--- config.mk ---
export PLATFORM = sky130hd
export DESIGN_NAME = dbg_stream_loader
export DESIGN_NICKNAME = d
export VERILOG_FILES = /design/src/rtl/dbg_stream_loader.sv
export SDC_FILE = /design/constraint.sdc
export NUM_CORES = 1
export LEC_CHECK = 0
export CAP_MARGIN = 5
export CORE_MARGIN = 5
export CORE_UTILIZATION = 40
export DETAILED_ROUTE_END_ITERATION = 10
export PLACE_DENSITY = 0.66
export SYNTH_ARGS = -nofsm -noshare
export SYNTH_HDL_FRONTEND = slang
export SYNTH_SLANG_ARGS = --single-unit
--- constraint.sdc ---
create_clock -name clk -period 2.61 [get_ports clk]
set_clock_uncertainty 0.1 [all_clocks]
set_input_delay 0.783 -clock clk [delete_from_list [all_inputs] [get_ports clk]]
set_output_delay 0.783 -clock clk [all_outputs]
set_load 0.01 [all_outputs]
--- src/rtl/dbg_stream_loader.sv ---
// Host byte-stream to debug-port bridge: decodes 10-byte frames, issues one debug
// command per frame, and answers with ACK/NAK (plus read data) on the TX byte stream.
module dbg_stream_loader #(
    parameter logic [7:0] SYNC_BYTE = 8'hA5,
    parameter logic [7:0] READ_CMD  = 8'h01,
    parameter logic [7:0] ACK_BYTE  = 8'h5A,
    parameter logic [7:0] NAK_BYTE  = 8'hEE,
    parameter int         TIMEOUT   = 1024
) (
    input  logic        clk,
    input  logic        rst_i,
    input  logic [7:0]  rx_data_i,
    input  logic        rx_valid_i,
    output logic        rx_ready_o,
    output logic [7:0]  tx_data_o,
    output logic        tx_valid_o,
    input  logic        tx_ready_i,
    output logic [7:0]  dbg_cmd_o,
    output logic [31:0] dbg_addr_o,
    output logic [31:0] dbg_data_o,
    input  logic [31:0] dbg_data_i,
    input  logic        dbg_ready_i,
    output logic        busy_o,
    output logic        timeout_o
);
    // Handshakes: a byte moves on rx when rx_valid_i & rx_ready_o at posedge, and on tx
    // when tx_valid_o & tx_ready_i at posedge; tx_data_o is held stable while waiting.
    localparam int CW = $clog2(TIMEOUT + 1);
    localparam logic [CW-1:0] CNT_LAST = CW'(TIMEOUT - 1);

    typedef enum logic [2:0] {
        S_SYNC, S_CMD, S_ADDR, S_DATA, S_ISSUE, S_RESP, S_GAP
    } state_t;

    state_t        state;
    logic [1:0]    idx;
    logic [7:0]    cmd_q;
    logic [CW-1:0] cnt;
    logic [31:0]   rdata_q;
    logic          rd_resp;
    logic [2:0]    tx_idx;
    logic          accept;

    assign accept = rx_valid_i & rx_ready_o;

    always_ff @(posedge clk) begin
        if (rst_i) begin
            state      <= S_SYNC;
            idx        <= 2'd0;
            cmd_q      <= 8'h00;
            cnt        <= '0;
            rdata_q    <= 32'h0;
            rd_resp    <= 1'b0;
            tx_idx     <= 3'd0;
            rx_ready_o <= 1'b0;
            tx_data_o  <= 8'h00;
            tx_valid_o <= 1'b0;
            dbg_cmd_o  <= 8'h00;
            dbg_addr_o <= 32'h0;
            dbg_data_o <= 32'h0;
            busy_o     <= 1'b0;
            timeout_o  <= 1'b0;
        end else begin
            case (state)
                S_SYNC: begin
                    rx_ready_o <= 1'b1;
                    if (accept && rx_data_i == SYNC_BYTE) begin
                        state  <= S_CMD;
                        busy_o <= 1'b1;
                    end
                end
                S_CMD: begin
                    if (accept) begin
                        cmd_q <= rx_data_i;
                        idx   <= 2'd0;
                        state <= S_ADDR;
                    end
                end
                // Bytes shift in from the top so the first (LSB) byte ends in [7:0].
                S_ADDR: begin
                    if (accept) begin
                        dbg_addr_o <= {rx_data_i, dbg_addr_o[31:8]};
                        idx        <= idx + 2'd1;
                        if (idx == 2'd3) state <= S_DATA;
                    end
                end
                S_DATA: begin
                    if (accept) begin
                        dbg_data_o <= {rx_data_i, dbg_data_o[31:8]};
                        idx        <= idx + 2'd1;
                        if (idx == 2'd3) begin
                            rx_ready_o <= 1'b0;
                            cnt        <= '0;
                            if (cmd_q != 8'h00) begin
                                dbg_cmd_o <= cmd_q;
                                state     <= S_ISSUE;
                            end else begin
                                tx_valid_o <= 1'b1;
                                tx_data_o  <= ACK_BYTE;
                                rd_resp    <= 1'b0;
                                tx_idx     <= 3'd0;
                                state      <= S_RESP;
                            end
                        end
                    end
                end
                // Ready is checked before the limit so a same-cycle ready still succeeds.
                S_ISSUE: begin
                    cnt <= cnt + CW'(1);
                    if (dbg_ready_i) begin
                        rdata_q    <= dbg_data_i;
                        dbg_cmd_o  <= 8'h00;
                        tx_valid_o <= 1'b1;
                        tx_data_o  <= ACK_BYTE;
                        rd_resp    <= (cmd_q == READ_CMD);
                        tx_idx     <= 3'd0;
                        state      <= S_RESP;
                    end else if (cnt == CNT_LAST) begin
                        dbg_cmd_o  <= 8'h00;
                        timeout_o  <= 1'b1;
                        tx_valid_o <= 1'b1;
                        tx_data_o  <= NAK_BYTE;
                        rd_resp    <= 1'b0;
                        tx_idx     <= 3'd0;
                        state      <= S_RESP;
                    end
                end
                S_RESP: begin
                    if (tx_ready_i) begin
                        if (!rd_resp || tx_idx == 3'd4) begin
                            tx_valid_o <= 1'b0;
                            tx_data_o  <= 8'h00;
                            state      <= S_GAP;
                        end else begin
                            tx_idx    <= tx_idx + 3'd1;
                            tx_data_o <= rdata_q[7:0];
                            rdata_q   <= {8'h00, rdata_q[31:8]};
                        end
                    end
                end
                S_GAP: begin
                    rx_ready_o <= 1'b1;
                    busy_o     <= 1'b0;
                    state      <= S_SYNC;
                end
                default: state <= S_SYNC;
            endcase
        end
    end
endmodule

==> impl_metrics.env <==
export IMPL_status="finished clean"
export IMPL_clkPwrFrac_pct=53.3
export IMPL_yosysSeqAreaShare_pct=49.1
export IMPL_final_max_slew_violation_count=0
export IMPL_layout_commonest_cell="nand2_1"
export IMPL_cts_buffer_depth=2
export IMPL_die_area_um2=17200
export IMPL_min_period_over_period_pct=93.5
export IMPL_cts_setup_buffers=0
export IMPL_ys_ff_latch=144
export IMPL_area_growth_pct=38.4
export IMPL_syn_nets=765
export IMPL_rsz0062_at_grt="false"
export IMPL_cp_start_kind="flop"
export IMPL_finalSetupViolations=0
export IMPL_clock_latency_ns=0.42
export IMPL_busiest_layer="met2"
export IMPL_path_cells="clkdlybuf4s50_1"
export IMPL_cp_max_fo=9
export IMPL_synthArstFlopShare_pct=0
export IMPL_syn_cell_area_um2=5870
export IMPL_layout_common_cells="180 x nand2_1, 144 x dfxtp_1, 127 x clkdlybuf4s50_1"
export IMPL_io_pins=129
export IMPL_track_usage_pct=17.8
export IMPL_htreeDepth=4
export IMPL_postRouteAntennaNets=0
export IMPL_cp_top_family="buffers and inverters"
export IMPL_syn_area_per_cell_um2=8.20
export IMPL_rows=44
export IMPL_wl_per_cell_um=14.8
export IMPL_place_inst=1008
export IMPL_grt_use_met1_pct=23.2
export IMPL_use_met2_pct=28.5
export IMPL_chipHeight_um=131
export IMPL_n_fill_cell=1275
export IMPL_final_hold_viol_count=0
export IMPL_end_kind="output pin"
export IMPL_worstMarginPinSlew_ns=0.676
export IMPL_ys_warn_count=0
export IMPL_synth_enable_flop_cells=0
export IMPL_layout_min_cycle_time_ns=2.44
export IMPL_synth_distinct_cells=58
export IMPL_arrival_ns=1.56
export IMPL_hpwl_um=11000
export IMPL_pwr_share_seq_pct=43.4
export IMPL_cap_violations=0
export IMPL_syn_inst=716
export IMPL_die_x_um=131
export IMPL_port_buffer_count=128
export IMPL_gp_congestion=0.800
export IMPL_drt_wl_total_um=15400
export IMPL_p_comb_share_pct=3.3
export IMPL_drt_pass1_iterations=5
export IMPL_synth_main_ff_cell="dfxtp_1"
export IMPL_grt_pass1_vias=5070
export IMPL_power_total_w=0.00508
export IMPL_p_int_w=0.00409
export IMPL_place_area_um2=7460
export IMPL_core_um2=14500
export IMPL_drc=0
export IMPL_root_buffer="clkbuf_16"
export IMPL_setup_tns_final_ns=0
export IMPL_ir_worst_vdd_mv=0.390
export IMPL_worst_path_buf_inv=1
export IMPL_drtIter0Drc=451
export IMPL_gr_total_overflow=0
export IMPL_clkSinkCount=144
export IMPL_start_util_pct=40.6
export IMPL_via_count=5400
export IMPL_leakage_nw=2.77
export IMPL_tritoncts="built"
export IMPL_via_per_inst=5.19
export IMPL_grt_start_max_net_pins=47
export IMPL_antenna_found_initial=0
export IMPL_p_switching_w=0.000997
export IMPL_hp_class="flop to flop"
export IMPL_use_met3_pct=4.36
export IMPL_drive_above_1_share_pct=10.2
export IMPL_power_density_nw_per_um2=626
export IMPL_final_net_count=892
export IMPL_cp_data_required_time_ns=1.73
export IMPL_cts_resized=0
export IMPL_clkSlewWorstSetupHoldPaths_ns=0.06
export IMPL_max_stage_delay_ns=0.64
export IMPL_finish_instance_area_um2=8130
export IMPL_path_class="flop to output pin"
export IMPL_sw_frac_of_total_pct=19.6
export IMPL_slew_limit_headroom_pct=54.5
export IMPL_critPathSlowestCell="clkdlybuf4s50_1"
export IMPL_ctsHoldBuffers=0
export IMPL_diodes=0
export IMPL_cts_buffers=17
export IMPL_fin_cells=1040
export IMPL_max_freq_mhz=410
export IMPL_grt_pass1_wl_um=25900
==> synthesized netlist by cell type (2+ instances only) <==
library cell / n / area, µm²
nand2_1: 180 / 676
dfxtp_1: 144 / 2880
a21oi_1: 100 / 500
nor2_1: 60 / 225
nand3_1: 41 / 205
clkbuf_1: 37 / 139
a311oi_1: 25 / 219
buf_2: 9 / 45.0
mux2i_1: 9 / 90.1
a211oi_1: 7 / 52.6
nand4_1: 7 / 43.8
buf_1: 6 / 22.5
o21ai_0: 6 / 30.0
or3b_2: 6 / 52.6
xor2_1: 6 / 52.6
and3_1: 5 / 31.3
ha_1: 4 / 50.1
inv_1: 4 / 15.0
xnor2_1: 4 / 35.0
buf_4: 3 / 22.5
buf_6: 3 / 33.8
nand2b_1: 3 / 18.8
nor2b_1: 3 / 18.8
nor3_1: 3 / 15.0
nor4_1: 3 / 18.8
nand3b_1: 2 / 15.0
nand4b_1: 2 / 17.5
nor4bb_1: 2 / 20.0
or3b_1: 2 / 17.5
or4_1: 2 / 15.0
==> cell families (layout without fill, tap and decap cells) <==
logic type      after synthesis  in the layout  synth area share, %
buf+inv                      63            203                 4.79
flops                       144            144                 49.1
simple gates                329            329                 25.5
compound gates              157            157                 16.7
mux                           9              9                 1.53
fa+ha+maj                     4              4                0.852
xor+xnor                     10             10                 1.49
==> state kept, by name (all words and copies together) (netlist names), 2 cells and up <==
signal,count
cmd_q,8
cnt,11
dbg_addr_o,32
dbg_cmd_o,8
dbg_data_o,32
idx,2
rdata_q,32
state,3
tx_data_o,8
tx_idx,3
==> per-layer routing <==
layer	part of all wire, %	vias to the layer above
met1	44	2515
li1	-	2730
met5	0	-
met2	49	128
met4	2.1	0
met3	5.3	27
==> cell type report <==
type,instances,area [µm²],area share [%]
flip-flops and latches,144,2880,35.5
clock buffers,19,433,5.33
inverters,5,18.8,0.231
well taps,184,230,2.83
repair buffers,166,1610,19.9
clock inverters,13,234,2.88
multi-input cells,509,2720,33.4
==> power by group through the flow <==
| stage | Combinational [W] | Sequential [W] | Clock [W] |
|---|---|---|---|
| floorplan | 0.0000542 | 0.00225 | 0 |
| global placement | 0.000167 | 0.00225 | 0 |
| detailed placement | 0.000168 | 0.00225 | 0 |
| CTS | 0.000169 | 0.00220 | 0.00276 |
| global route | 0.000181 | 0.00220 | 0.00286 |
| finish | 0.000168 | 0.00221 | 0.00271 |
==> worst paths after layout <==
check	from	endpoint	slack (ns)	cells after the start
worst max-delay path	rx_ready_o	rx_ready_o	0.17	1
worst min register to register	rdata_q[29]	rdata_q[29]	0.35	2
worst min-delay path	rdata_q[29]	rdata_q[29]	0.35	2
worst max register to register	cnt[0]	tx_data_o[3]	0.27	6
==> metrics by stage <==
step	setup slack, ns	util [%]	hold WS (ns)
3_3_place_gp	-0.120	51.5	0.340
2_1_floorplan	0.553	-	0.332
3_5_place_dp	-0.193	51.5	0.347
4_1_cts	0.145	56.1	0.356
5_1_grt	0.00145	56.1	0.379
6_report	0.170	56.1	0.354
Power figures use the tool's default switching activity.
